===== src/rtl/seven_segment_scan_controller_pkg.sv =====
// seven_segment_scan_controller_pkg: shared types, constants and helpers for the scan controller.
package seven_seg_pkg;
  typedef enum logic {ST_BLANK, ST_DRIVE} scan_state_t;
  localparam logic [6:0] SEG_BLANK = 7'h00;
  function automatic logic digit_is_leading_zero(input logic [63:0] value, input int unsigned k);
    return k != 0 && (value >> (4 * k)) == '0;
  endfunction
endpackage


===== src/rtl/seven_segment_scan_controller_if.sv =====
// seven_segment_scan_controller_if: load handshake plus segment/digit pin bundle.
interface seven_segment_scan_controller_if #(parameter int NUM_DIGITS = 2);
  logic                    i_Load;
  logic [4*NUM_DIGITS-1:0] i_Value;
  logic                    i_Blank_Leading_Zeros;
  logic                    o_Ready;
  logic                    o_Segment_A, o_Segment_B, o_Segment_C, o_Segment_D;
  logic                    o_Segment_E, o_Segment_F, o_Segment_G;
  logic [NUM_DIGITS-1:0]   o_Digit_En;
  modport master (
    output i_Load, i_Value, i_Blank_Leading_Zeros,
    input  o_Ready, o_Segment_A, o_Segment_B, o_Segment_C, o_Segment_D,
           o_Segment_E, o_Segment_F, o_Segment_G, o_Digit_En
  );
  modport slave (
    input  i_Load, i_Value, i_Blank_Leading_Zeros,
    output o_Ready, o_Segment_A, o_Segment_B, o_Segment_C, o_Segment_D,
           o_Segment_E, o_Segment_F, o_Segment_G, o_Digit_En
  );
endinterface


===== src/rtl/seven_segment_scan_controller_decoder.sv =====
// seven_segment_scan_controller_decoder: hex nibble to segments, bit6..0 = A..G, active-high.
module seven_segment_scan_controller_decoder (
  input  logic [3:0] nibble_i,
  output logic [6:0] seg_o
);
  always_comb begin
    seg_o = 7'h00;
    case (nibble_i)
      4'h0: seg_o = 7'h7E;
      4'h1: seg_o = 7'h30;
      4'h2: seg_o = 7'h6D;
      4'h3: seg_o = 7'h79;
      4'h4: seg_o = 7'h33;
      4'h5: seg_o = 7'h5B;
      4'h6: seg_o = 7'h5F;
      4'h7: seg_o = 7'h70;
      4'h8: seg_o = 7'h7F;
      4'h9: seg_o = 7'h7B;
      4'hA: seg_o = 7'h77;
      4'hB: seg_o = 7'h1F;
      4'hC: seg_o = 7'h4E;
      4'hD: seg_o = 7'h3D;
      4'hE: seg_o = 7'h4F;
      4'hF: seg_o = 7'h47;
      default: seg_o = 7'h00;
    endcase
  end
endmodule


===== src/rtl/seven_segment_scan_controller.sv =====
// seven_segment_scan_controller: time-multiplexes one hex decoder across NUM_DIGITS digits
// with a blank gap before each drive interval and tear-free frame updates.
module seven_segment_scan_controller
  import seven_seg_pkg::*;
#(
  parameter int NUM_DIGITS     = 2,
  parameter int CLKS_PER_DIGIT = 25000,
  parameter int BLANK_CLKS     = 250,
  parameter int ACTIVE_LOW     = 1
) (
  input logic i_Clk,
  input logic i_Rst,
  seven_segment_scan_controller_if.slave bus
);
  localparam int CW = $clog2((CLKS_PER_DIGIT > BLANK_CLKS ? CLKS_PER_DIGIT : BLANK_CLKS) + 1);
  localparam int IW = NUM_DIGITS > 1 ? $clog2(NUM_DIGITS) : 1;
  localparam logic [CW-1:0] DRIVE_LAST = CW'(CLKS_PER_DIGIT - 1);
  localparam logic [CW-1:0] BLANK_LAST = CW'(BLANK_CLKS > 0 ? BLANK_CLKS - 1 : 0);
  localparam logic [IW-1:0] IDX_LAST = IW'(NUM_DIGITS - 1);
  localparam scan_state_t ST_RESET = BLANK_CLKS > 0 ? ST_BLANK : ST_DRIVE;
  localparam logic AL = ACTIVE_LOW != 0;
  localparam logic [6:0] SEG_OFF = SEG_BLANK ^ {7{AL}};
  localparam logic [NUM_DIGITS-1:0] EN_OFF = {NUM_DIGITS{AL}};
  scan_state_t state_q, state_d;
  logic [CW-1:0] cnt_q, cnt_d;
  logic [IW-1:0] idx_q, idx_d;
  logic pend_q, pend_d;
  logic [4*NUM_DIGITS-1:0] pending_q, pending_d, shadow_q, shadow_d;
  logic [6:0] seg_q, seg_d, seg_raw;
  logic [NUM_DIGITS-1:0] en_q, en_d;
  logic [3:0] nibble;
  logic last, wrap, accept, dark, on;
  always_comb begin
    last = state_q == ST_DRIVE ? cnt_q == DRIVE_LAST : cnt_q == BLANK_LAST;
    wrap = state_q == ST_DRIVE && last && idx_q == IDX_LAST;
    accept = bus.i_Load && !pend_q;
    state_d = last ? ((state_q == ST_DRIVE && BLANK_CLKS > 0) ? ST_BLANK : ST_DRIVE) : state_q;
    cnt_d = last ? '0 : cnt_q + 1'b1;
    idx_d = (state_q == ST_DRIVE && last) ? (idx_q == IDX_LAST ? '0 : idx_q + 1'b1) : idx_q;
    pend_d = accept || (pend_q && !wrap);
    pending_d = accept ? bus.i_Value : pending_q;
    shadow_d = (wrap && pend_q) ? pending_q : shadow_q;
  end
  // Outputs are registered from next-state values so pins move on the same edge as the FSM.
  assign nibble = shadow_d[{idx_d, 2'b00} +: 4];
  seven_segment_scan_controller_decoder u_dec (.nibble_i(nibble), .seg_o(seg_raw));
  always_comb begin
    dark = bus.i_Blank_Leading_Zeros && digit_is_leading_zero(64'(shadow_d), 32'(idx_d));
    on = state_d == ST_DRIVE && !dark;
    seg_d = (on ? seg_raw : SEG_BLANK) ^ {7{AL}};
    en_d = (on ? NUM_DIGITS'(1) << idx_d : '0) ^ EN_OFF;
  end
  always_ff @(posedge i_Clk) begin
    if (i_Rst) begin
      state_q   <= ST_RESET;
      cnt_q     <= '0;
      idx_q     <= '0;
      pend_q    <= 1'b0;
      pending_q <= '0;
      shadow_q  <= '0;
      seg_q     <= SEG_OFF;
      en_q      <= EN_OFF;
    end else begin
      state_q   <= state_d;
      cnt_q     <= cnt_d;
      idx_q     <= idx_d;
      pend_q    <= pend_d;
      pending_q <= pending_d;
      shadow_q  <= shadow_d;
      seg_q     <= seg_d;
      en_q      <= en_d;
    end
  end
  assign bus.o_Ready = !pend_q;
  assign {bus.o_Segment_A, bus.o_Segment_B, bus.o_Segment_C, bus.o_Segment_D,
          bus.o_Segment_E, bus.o_Segment_F, bus.o_Segment_G} = seg_q;
  assign bus.o_Digit_En = en_q;
endmodule

===== src/flat_wrapper.sv =====
// flat-port wrapper written by rule: the top's interface ports become plain ports
module seven_segment_scan_controller_flat import seven_seg_pkg::*;
#(
  parameter int NUM_DIGITS     = 2,
  parameter int CLKS_PER_DIGIT = 25000,
  parameter int BLANK_CLKS     = 250,
  parameter int ACTIVE_LOW     = 1
)
  (i_Clk, i_Rst, bus_i_Load, bus_i_Value, bus_i_Blank_Leading_Zeros, bus_o_Ready, bus_o_Segment_A, bus_o_Segment_B, bus_o_Segment_C, bus_o_Segment_D, bus_o_Segment_E, bus_o_Segment_F, bus_o_Segment_G, bus_o_Digit_En);
  seven_segment_scan_controller_if #(.NUM_DIGITS(NUM_DIGITS)) bus_i ();
  input logic i_Clk;
  input logic i_Rst;
  input wire logic [$bits(bus_i.i_Load)-1:0] bus_i_Load;
  input wire logic [$bits(bus_i.i_Value)-1:0] bus_i_Value;
  input wire logic [$bits(bus_i.i_Blank_Leading_Zeros)-1:0] bus_i_Blank_Leading_Zeros;
  output wire logic [$bits(bus_i.o_Ready)-1:0] bus_o_Ready;
  output wire logic [$bits(bus_i.o_Segment_A)-1:0] bus_o_Segment_A;
  output wire logic [$bits(bus_i.o_Segment_B)-1:0] bus_o_Segment_B;
  output wire logic [$bits(bus_i.o_Segment_C)-1:0] bus_o_Segment_C;
  output wire logic [$bits(bus_i.o_Segment_D)-1:0] bus_o_Segment_D;
  output wire logic [$bits(bus_i.o_Segment_E)-1:0] bus_o_Segment_E;
  output wire logic [$bits(bus_i.o_Segment_F)-1:0] bus_o_Segment_F;
  output wire logic [$bits(bus_i.o_Segment_G)-1:0] bus_o_Segment_G;
  output wire logic [$bits(bus_i.o_Digit_En)-1:0] bus_o_Digit_En;
  assign bus_i.i_Load = bus_i_Load;
  assign bus_i.i_Value = bus_i_Value;
  assign bus_i.i_Blank_Leading_Zeros = bus_i_Blank_Leading_Zeros;
  assign bus_o_Ready = bus_i.o_Ready;
  assign bus_o_Segment_A = bus_i.o_Segment_A;
  assign bus_o_Segment_B = bus_i.o_Segment_B;
  assign bus_o_Segment_C = bus_i.o_Segment_C;
  assign bus_o_Segment_D = bus_i.o_Segment_D;
  assign bus_o_Segment_E = bus_i.o_Segment_E;
  assign bus_o_Segment_F = bus_i.o_Segment_F;
  assign bus_o_Segment_G = bus_i.o_Segment_G;
  assign bus_o_Digit_En = bus_i.o_Digit_En;
  seven_segment_scan_controller #(.NUM_DIGITS(NUM_DIGITS), .CLKS_PER_DIGIT(CLKS_PER_DIGIT), .BLANK_CLKS(BLANK_CLKS), .ACTIVE_LOW(ACTIVE_LOW)) u_core (.i_Clk(i_Clk), .i_Rst(i_Rst), .bus(bus_i));
endmodule

===== config.mk =====
export PLATFORM = sky130hd
export DESIGN_NAME = seven_segment_scan_controller_flat
export DESIGN_NICKNAME = d
export VERILOG_FILES = /design/src/rtl/seven_segment_scan_controller_pkg.sv /design/src/rtl/seven_segment_scan_controller_if.sv /design/src/rtl/seven_segment_scan_controller_decoder.sv /design/src/rtl/seven_segment_scan_controller.sv /design/src/flat_wrapper.sv
export SDC_FILE = /design/constraint.sdc
export NUM_CORES = 1
export LEC_CHECK = 0
export CORE_ASPECT_RATIO = 1.75
export CORE_UTILIZATION = 55
export CTS_CLUSTER_DIAMETER = 120
export DETAILED_ROUTE_END_ITERATION = 8
export GPL_TIMING_DRIVEN = 0
export PLACE_DENSITY = 0.78
export SLEW_MARGIN = 25
export SYNTH_ARGS = -nofsm -noshare
export SYNTH_HDL_FRONTEND = slang
export SYNTH_SLANG_ARGS = --single-unit
export TNS_END_PERCENT = 20

===== constraint.sdc =====
create_clock -name i_Clk -period 3.9 [get_ports i_Clk]
set_input_delay 1.17 -clock i_Clk [delete_from_list [all_inputs] [get_ports i_Clk]]
set_output_delay 1.17 -clock i_Clk [all_outputs]
set_load 0.01 [all_outputs]

# Word-level counts from Yosys, hierarchy flattened
# Memories as Yosys holds them, arrays and structs flattened.
# Cells that the tools add are included.
# word_totals
mem_bits_ro	112
memories	1
register_bits	43
# classes
n_mux	8
n_bitwise	2
add_sub_neg	2
n_eq_ne	2
reduce_logical	14
shift	3
# mem_list
memory	words	word_bits	rd	rd_ports_with_merged_regs	write_ports	line	rtl
(name not given)	16	7	1	0	0	seven_segment_scan_controller_decoder.sv:8	case (nibble_i)
# ops
cell	n
logical NOT 64 bit	1
>> shifter 8 x 3 -> 64 bit	1
adder 15 x 1 -> 15 bit, second input constant	1
equality test 15 bit, second input constant	1
equality test 15 x 8 -> 1 bit, second input constant	1
logical AND 1 bit	8
two-way mux 8 bit	1
indexed part select 8 x 4 -> 4 bit	1
two-way mux 7 bit	1
NOT 7 bit	1
two-way mux 1 bit	5
logical NOT 1 bit	3
two-way mux 2 bit	1
NOT 2 bit	1
OR reduction 2 bit	1
left shift 1 x 1 -> 2 bit, first input constant	1
adder 1 bit, second input constant	1
logical OR 1 bit	1

# Depth between registers and ports, before layout
# depth
word_depth	14
depth_mapped	15

# Cells and area by module
# A second synthesis with hierarchy kept.
# unflattened
hier_cells	216
area_unflattened_um2	1959.4
# by_module_without_submodules
module	cells_each	area_each_um2	n_inst
seven_segment_scan_controller	183	1669.1	1
seven_segment_scan_controller_decoder	33	290.3	1

# Worst setup path before layout
# Ideal clock, no wire load.
# synth_path
kind	flip-flop to flip-flop
startpoint	reg u_core.state_q
endpoint	reg u_core.seg_q[6]
period_less_slack_ns	3.309
path_slack_ns	0.591
stages_incl_launch_ff	12
arrival_ns	3.180
setup_time_ns	0.129
path_cell_list	dfxtp_1 > or4_1 > or4_1 > a21oi_2 > ha_1 > ha_1 > clkbuf_1 > mux4_2 > buf_2 > or2_2 > o21ai_0 > o21ai_0
# synth_lines
item	line	rtl
start, declared	seven_segment_scan_controller.sv:24	scan_state_t state_q, state_d;
start signal, assigned	seven_segment_scan_controller.sv:64	state_q <= state_d;
two-way mux 1 bit	seven_segment_scan_controller.sv:34	last = state_q == ST_DRIVE ? cnt_q == DRIVE_LAST : cnt_q == BLANK_LAST;
logical AND 1 bit *	seven_segment_scan_controller.sv:39	idx_d = (state_q == ST_DRIVE && last) ? (idx_q == IDX_LAST ? '0 : idx_q + 1'b1) : idx_q;
two-way mux 1 bit *	seven_segment_scan_controller.sv:39	
net u_core.idx_d	seven_segment_scan_controller.sv:26	logic [IW-1:0] idx_q, idx_d;
>> shifter 8 x 3 -> 64 bit	seven_segment_scan_controller_pkg.sv:6	return k != 0 && (value >> (4 * k)) == '0;
logical NOT 64 bit	seven_segment_scan_controller_pkg.sv:6	
logical AND 1 bit	seven_segment_scan_controller_pkg.sv:6	
logical AND 1 bit	seven_segment_scan_controller.sv:48	dark = bus.i_Blank_Leading_Zeros && digit_is_leading_zero(64'(shadow_d), 32'(idx_d));
logical NOT 1 bit	seven_segment_scan_controller.sv:49	on = state_d == ST_DRIVE && !dark;
logical AND 1 bit	seven_segment_scan_controller.sv:49	
two-way mux 7 bit *	seven_segment_scan_controller.sv:50	seg_d = (on ? seg_raw : SEG_BLANK) ^ {7{AL}};
NOT 7 bit (no line) *	-	
end signal, assigned	seven_segment_scan_controller.sv:70	seg_q <= seg_d;
end, declared	seven_segment_scan_controller.sv:29	logic [6:0] seg_q, seg_d, seg_raw;
# Mark *: on every way through the listed nets, which the timed path passes. The rest lies on a longest branch.
# A chain may end at the register's enable or synchronous reset.

# Worst setup path in the final report
# layout_path
startpoint	reg u_core.cnt_q[2]
endpoint	reg u_core.seg_q[0]
# layout_via
elab_chain_len	14
# layout_lines
item	line	rtl
start, declared	seven_segment_scan_controller.sv:25	logic [CW-1:0] cnt_q, cnt_d;
start signal, assigned	seven_segment_scan_controller.sv:65	cnt_q <= cnt_d;
equality test 15 x 8 -> 1 bit / equality test 15 bit (equally long branches)	seven_segment_scan_controller.sv:34	
two-way mux 1 bit *	seven_segment_scan_controller.sv:34	
logical AND 1 bit	seven_segment_scan_controller.sv:35, seven_segment_scan_controller.sv:39	
logical AND 1 bit	seven_segment_scan_controller.sv:35	wrap = state_q == ST_DRIVE && last && idx_q == IDX_LAST;
logical AND 1 bit	seven_segment_scan_controller.sv:42	shadow_d = (wrap && pend_q) ? pending_q : shadow_q;
two-way mux 8 bit	seven_segment_scan_controller.sv:42	
>> shifter 8 x 3 -> 64 bit	seven_segment_scan_controller_pkg.sv:6	
logical NOT 64 bit	seven_segment_scan_controller_pkg.sv:6	
logical AND 1 bit	seven_segment_scan_controller_pkg.sv:6	
logical AND 1 bit	seven_segment_scan_controller.sv:48	
logical NOT 1 bit	seven_segment_scan_controller.sv:49	
logical AND 1 bit	seven_segment_scan_controller.sv:49	
two-way mux 7 bit *	seven_segment_scan_controller.sv:50	
NOT 7 bit (no line) *	-	
# Mark *: on every way between the ends. The rest lies on a longest branch, timed or not.

==> summary.txt <==
Critical path
  – Slowest-stage cell, CP: or4_1
  – CP max FO: 10
  – Crit Path Class: reg2reg
  – Critical path buffers and inverters: 1
  – CP max stage delay: 0.49 ns
  – Delay-heaviest family, CP: simple AND/OR/NAND/NOR gates
  – Critical Path Source: u_core.cnt_q[2]
  – Startpoint Class: register
  – CP most frequent cell: ha_1
  – Critical Path Stages: 13
  – CP Capture Type: register
  – Critical Path RT: slightly above 4 ns
  – WP data arrival: around 3.8 ns
  – Reg2reg path depth: 13
  – Crit path cell chain: or4_1 > or4_1 > a21oi_2 > ha_1 > ha_1 > nand2_1 > buf_2 > mux2i_1 > mux2_2 > ha_1 > nand4_1 > o21a_1 > o221ai_1
  – Worst r2r src: u_core.cnt_q[2]

Clocking
  – Root Driver: clkbuf_8
  – Clk slew on worst S/H paths: 0.07 ns
  – Longest Clk Path Bufs: 2
  – CTS Buf Count: 5
  – H-tree depth: 2
  – Cts hold-fix bufs: 0
  – # resized after CTS: 0
  – Worst-skew pair later-pin latency: approximately 0.28 ns
  – Post-CTS setup buffers: 0
  – CTS tree: done
  – Sink Count: 43

Layout
  – Fraction of layout cells with a size suffix above 1: 7.88%
  – Register area: 861 um^2
  – Fin nets: 263
  – Commonest cells after routing, fill and taps aside: dfxtp_1 (43), nor2_1 (27), nand2_1 (26)
  – Fillers: between 300 and 400
  – Area growth syn-to-layout: 17.6%
  – Antenna cells: 0
  – Most common cell after layout, fill and taps aside: dfxtp_1
  – Multi-input logic area: 978 um^2

STA
  – Fmax: 0.273 GHz
  – Final Hold Vio Count: 0
  – Post-route setup TNS: 0 ns
  – Worst clock skew: a little under 0.005 ns
  – Worst setup margin: 0.242 ns
  – Rel. slew slack: 69.2%
  – RSZ-0062 raised after global routing: false
  – Setup violations, final: 0
  – Slew Limit Fails: 0
  – Minimum clock period: 3.66 ns
  – Least-Margin Pin Slew: 0.449 ns
  – Final period utilization: between 90% and 100%

Drt
  – Post-DRT Antenna Nets: 0
  – DRT Pass-1 Iters: 4
  – 1st-iter DRT viols: 21
  – Via count: 1,516
  – Final WL: 3.52 mm
  – Drc violations: 0
  – Drt wl/cell: approximately 12 um
  – Avg Vias per Cell: ~5.3

Floorplan
  – Placeable core area: 3360 um^2
  – Die X: between 40 and 50 um
  – Die area: 3750 um^2
  – Io pins: 22
  – Die H: between 80 and 90 um
  – Rows: 28
  – Effective utilization at floorplan: 57.3%

Logic synthesis
  – Synthesis Warnings: 0
  – Number of synthesized register bits: 43
  – Library cells used by synthesis: 36
  – Avg Synthesized Cell Area: roughly 9.0 um^2
  – Cell Area, Synth: 1930 um^2
  – Net Count, Synth: 235
  – Syn Inst Count: 214
  – Seq/Total Area, Yosys: between 40% and 50%

Power
  – Total power: between 0.7 and 0.8 mW
  – Share of total power in combinational logic: 5.7%
  – PD cells: 331 nW/um^2
  – Maximum VDD drop: ~0.29 mV
  – Power Internal: 0.590 mW
  – Clock power share: between 30 and 40%
  – Leakage: 0.873 nW
  – Net Sw Power: about 0.16 mW
  – Switching part of the total: 21.4%
  – Flop pwr share: about three fifths

Global route
  – Remaining global-route overflow: 0
  – Antenna violations before repair: 0
  – GRT Total Usage: 22.1%
  – Largest net degree at the start of global routing: 12
  – First-pass GRT wire length: 6.00 mm
  – Vias in the first global route: 1,438

Place
  – Dpl hpwl: 2.70 mm
  – # port buffers: 21
  – DP Worst Slack: 0.241 ns
  – RePlAce Congestion: 0.860

Flow run
  – Max_cap viols: 0

Run status
  – Status: completed

Worst hold path
  – Worst hold stages: 2
  – HP Class: reg2reg
  – Hold path start: u_core.shadow_q[6]
==> state kept, by name, summed over array words and instances (netlist names) <==
register	cells
u_core.bus.o_Digit_En	2
u_core.cnt_q	15
u_core.idx_q	1
u_core.pend_q	1
u_core.pending_q	8
u_core.seg_q	7
u_core.shadow_q	8
u_core.state_q	1
==> cells in the mapped netlist, drive strengths merged <==
cell    instances  share of area, %
a211oi          2              0.78
a21oi          16               4.4
and2            1              0.39
and3            3               1.0
buf             5               2.3
clkbuf          3              0.58
dfxtp          43                45
ha              9               5.8
inv             8               1.6
mux2            3               1.8
mux2i           9               4.7
mux4            1               1.2
nand2          26               5.1
nand2b          4               1.3
nand3          12               3.1
nand4           4               1.3
nor2           29               5.9
nor2b           5               1.6
nor3            3              0.78
nor3b           1              0.39
nor4bb          1              0.52
o21a            1              0.39
o21ai           3              0.78
o221ai          4               1.8
o311ai          1              0.45
or2             2              0.65
or4             2              0.78
xnor2           8               3.6
xor2            5               2.3
==> final timing paths <==
kind / to / slack (ns)
worst max-delay path: u_core.seg_q[0] / 0.24
worst min-delay path: u_core.shadow_q[6] / 0.46
worst max register to register: u_core.seg_q[0] / 0.24
worst min register to register: u_core.shadow_q[6] / 0.46
==> layout make-up <==
| type | instances | area share (%) |
|---|---|---|
| sequential | 43 | 38.0 |
| buffer | 8 | 2.49 |
| timing repair buffer | 21 | 9.28 |
| tap | 45 | 2.49 |
| multi-input combinational | 155 | 43.2 |
| inverter | 8 | 1.33 |
| clock buffer | 6 | 3.20 |
==> per-stage QoR <==
step           hold WS (ns)  cells  cell area, um^2  util (%)
2_1_floorplan         0.433    214             1930         -
3_3_place_gp          0.442    280             2190      65.2
3_5_place_dp          0.449    280             2190      65.2
4_1_cts               0.459    286             2260      67.3
5_1_grt               0.483    286             2260      67.3
6_report              0.458    286             2260      67.3
==> per-layer routing <==
layer | routed length (um) | vias up | global-route usage, %
met4 | 98 | 0 | 10.9
met5 | 0 | - | 0
met3 | 81 | 9 | 5.39
met2 | 2000 | 29 | 41.0
li1 | - | 778 | -
met1 | 1330 | 700 | 20.7
==> kinds of logic (layout without fill, tap and decap cells) <==
group,count (synthesis),after routing,share of synthesized area [%]
xor+xnor,13,13,5.91
compound gates,27,27,8.58
mux,13,13,7.60
simple gates,93,93,22.9
fa+ha+maj,9,9,5.85
flops,43,43,44.7
buf+inv,16,43,4.48
==> tightest hold or removal path, stage by stage (launching register included) <==
cell,delay (ns)
dfxtp_1,0.31
nand2_1,0.05
a21oi_1,0.05
==> power groups by stage <==
| stage | Sequential [mW] | Clock, mW | Combinational [mW] |
|---|---|---|---|
| final | 0.455 | 0.253 | 0.0426 |
| after global routing | 0.456 | 0.277 | 0.0473 |
| after CTS | 0.455 | 0.259 | 0.0436 |
| after detailed placement | 0.465 | 0 | 0.0435 |
| after global placement | 0.465 | 0 | 0.0427 |
| after floorplan | 0.463 | 0 | 0.0252 |
(Power assumes the default switching activity.)
==> variant, RTL diff (same settings) <==
`NUM_DIGITS` is set to 2 in 3 places; all go to 4.
--- a/src/rtl/seven_segment_scan_controller_if.sv
+++ b/src/rtl/seven_segment_scan_controller_if.sv
@@ -1,4 +1,4 @@
 // seven_segment_scan_controller_if: load handshake plus segment/digit pin bundle.
-interface seven_segment_scan_controller_if #(parameter int NUM_DIGITS = 2);
+interface seven_segment_scan_controller_if #(parameter int NUM_DIGITS = 4);
   logic                    i_Load;
   logic [4*NUM_DIGITS-1:0] i_Value;
--- a/src/rtl/seven_segment_scan_controller.sv
+++ b/src/rtl/seven_segment_scan_controller.sv
@@ -4,5 +4,5 @@
   import seven_seg_pkg::*;
 #(
-  parameter int NUM_DIGITS     = 2,
+  parameter int NUM_DIGITS     = 4,
   parameter int CLKS_PER_DIGIT = 25000,
   parameter int BLANK_CLKS     = 250,
--- a/src/flat_wrapper.sv
+++ b/src/flat_wrapper.sv
@@ -2,5 +2,5 @@
 module seven_segment_scan_controller_flat import seven_seg_pkg::*;
 #(
-  parameter int NUM_DIGITS     = 2,
+  parameter int NUM_DIGITS     = 4,
   parameter int CLKS_PER_DIGIT = 25000,
   parameter int BLANK_CLKS     = 250,
Interface: changed (resized bus_i_Value and bus_o_Digit_En); port bits go from 22 to 32. The function was not compared with the original's and may differ.
==> variant against the original RTL <==
  * Clock skew increased by 0.0024 ns
  * Largest power group unchanged
  * Area after synthesis increased by 59%
  * Design area increased by 66%
  * Global-route usage increased by 2.8 points
  * Power increased by 73%
  * Maximum frequency increased by 1.2%
  * Sequential cell count increased by 19
  * Routed wire length increased by 95%
  * Worst setup slack improved by 0.042 ns
  * Count of clock-buffer cells in the layout increased by 6
  * Critical path type unchanged
  * Final cell count increased by 71%
==> variant: results (changes against the original RTL) <==
timing:
  setup_viol: 0  # unchanged
  slew_headroom: 0.647  # was 0.692
  skew_ns: 0.00731  # was 0.00491 ns
synthesis:
  synth_commonest_cells: "nand2_1, dfxtp_1, nor2_1"  # was dfxtp_1, nor2_1, nand2_1
  syn_nets: 390  # was 235
  yosys-top-cells-area: "dfxtp_1, nand2_1, mux2i_1, nor2_1, a21oi_1"  # was dfxtp_1, ha_1, nor2_1, nand2_1, mux2i_1
  ys_seq_area_frac: 0.406  # was 0.447
  ys_types: 57  # was 36
final_layout:
  drive_above_1_share: 0.123  # was 0.0788
  fin_nets: 440  # was 263
  num_antenna_cells: 0  # unchanged
  largestRegisters: "u_core.pending_q x16, u_core.shadow_q x16, u_core.cnt_q x15"  # was u_core.cnt_q x15, u_core.pending_q x8, u_core.shadow_q x8
global_routing:
  grt_pass1_vias: 2562  # was 1,438
  grt_max_degree: 11  # was 12
  antenna_found_initial: 0  # unchanged
  grt_pass1_wl_um: 11100  # was 6000 um
  track_usage: 0.249  # was 0.221
power:
  p_leak_nw: 1.42  # was 0.873 nW
  ir_drop_mv: 0.329  # was 0.285 mV
place:
  post-dp-hpwl_um: 5060  # was 2700 um
  place_ws_ns: -0.0940  # was 0.241 ns
  port_buffers: 31  # was 21
  gp_congestion: 0.894  # was 0.860
clock_network:
  clkTransAtPathRegs_ns: 0.07  # about the same
  cts_max_level: 3  # was 2
  clock_latency_ns: 0.34  # was 0.28 ns
  numCtsBuffers: 9  # was 5
hold_path:
  hold_path_class: "reg2reg"  # unchanged
route:
  initialDrtViolationCount: 100  # was 21
  vias: 2668  # was 1,516
  wl_per_cell_um: 14.0  # was 12.3 um
status:
  status: "finished clean"  # unchanged
critical_path:
  crit_arrival_ns: 3.87  # was 3.80 ns
  critPathMaxFanout: 10  # unchanged
variant: timing repair:
item,in CTS,in global routing
pin swaps,1,3
gates cloned,0,0
buffers inserted,0,10
resized for setup,2,4
setup endpoints to repair,8,10
variant: final cells by class:
type / instances / area [um^2]
Timing Repair Buffer: 41 / 385
Sequential cell: 62 / 1240
Clock buffer: 12 / 155
Tap cell: 74 / 92.6
Fill cell: 426 / 1550
Multi-Input combinational cell: 271 / 1710
Inverter: 8 / 30.0
Clock inverter: 4 / 45.0
Buffer: 18 / 96.3
variant: final timing paths:
kind | start | end | slack [ns] | cells past startpoint
hold / removal | u_core.pending_q[7] | u_core.shadow_q[7] | 0.45 | 2
hold reg to reg | u_core.pending_q[7] | u_core.shadow_q[7] | 0.45 | 2
setup / recovery | u_core.cnt_q[2] | u_core.seg_q[0] | 0.28 | 16
setup reg to reg | u_core.cnt_q[2] | u_core.seg_q[0] | 0.28 | 16
variant: critical path: stages (launching register included):
cell,delay [ns]
dfxtp_2,0.38
nand2_1,0.08
nor4_2,0.22
nand4b_1,0.12
a21oi_1,0.22
ha_1,0.19
buf_4,0.17
nor2_1,0.09
a22oi_2,0.30
o22ai_1,0.13
or3_4,0.45
inv_1,0.12
ha_1,0.19
o211ai_1,0.15
nor4b_4,0.41
a31oi_4,0.19
o221ai_1,0.11
variant: power breakdown:
| group | switching [mW] | internal [mW] |
|---|---|---|
| Sequential | 0.0115 | 0.646 |
| Clock | 0.243 | 0.327 |
| Combinational | 0.0336 | 0.0357 |
| Total | 0.288 | 1.01 |
variant: layer usage:
metal  vias to the layer above  share of wire  routed length (um)  global-route usage
li1                       1351              -                   -                   -
met1                      1230           0.37                2560               0.238
met2                        61           0.54                3730               0.452
met3                        26          0.029                 201              0.0501
met4                         0          0.052                 358               0.187
met5                         -              0                   0                   0
variant: kinds of logic after synthesis:
family                   share of synthesized area
flip-flops                                   0.406
adder cells (fa/ha/maj)                     0.0369
XOR/XNOR                                    0.0373
AO/OA/AOI/OAI                                0.147
buffers and inverters                       0.0442
AND/OR/NAND/NOR                              0.257
multiplexers                                0.0713
variant: stage by stage:
step	hold WS (ns)	TNS [ns]	power (mW)	instances	cell area, um^2
6_report	0.453	0	1.30	490	3750
5_1_grt	0.475	0	1.34	490	3750
4_1_cts	0.454	0	1.30	482	3670
3_5_place_dp	0.445	-0.605	0.741	466	3460
3_3_place_gp	0.435	0	0.739	466	3460
2_1_floorplan	0.426	0	0.707	361	3050
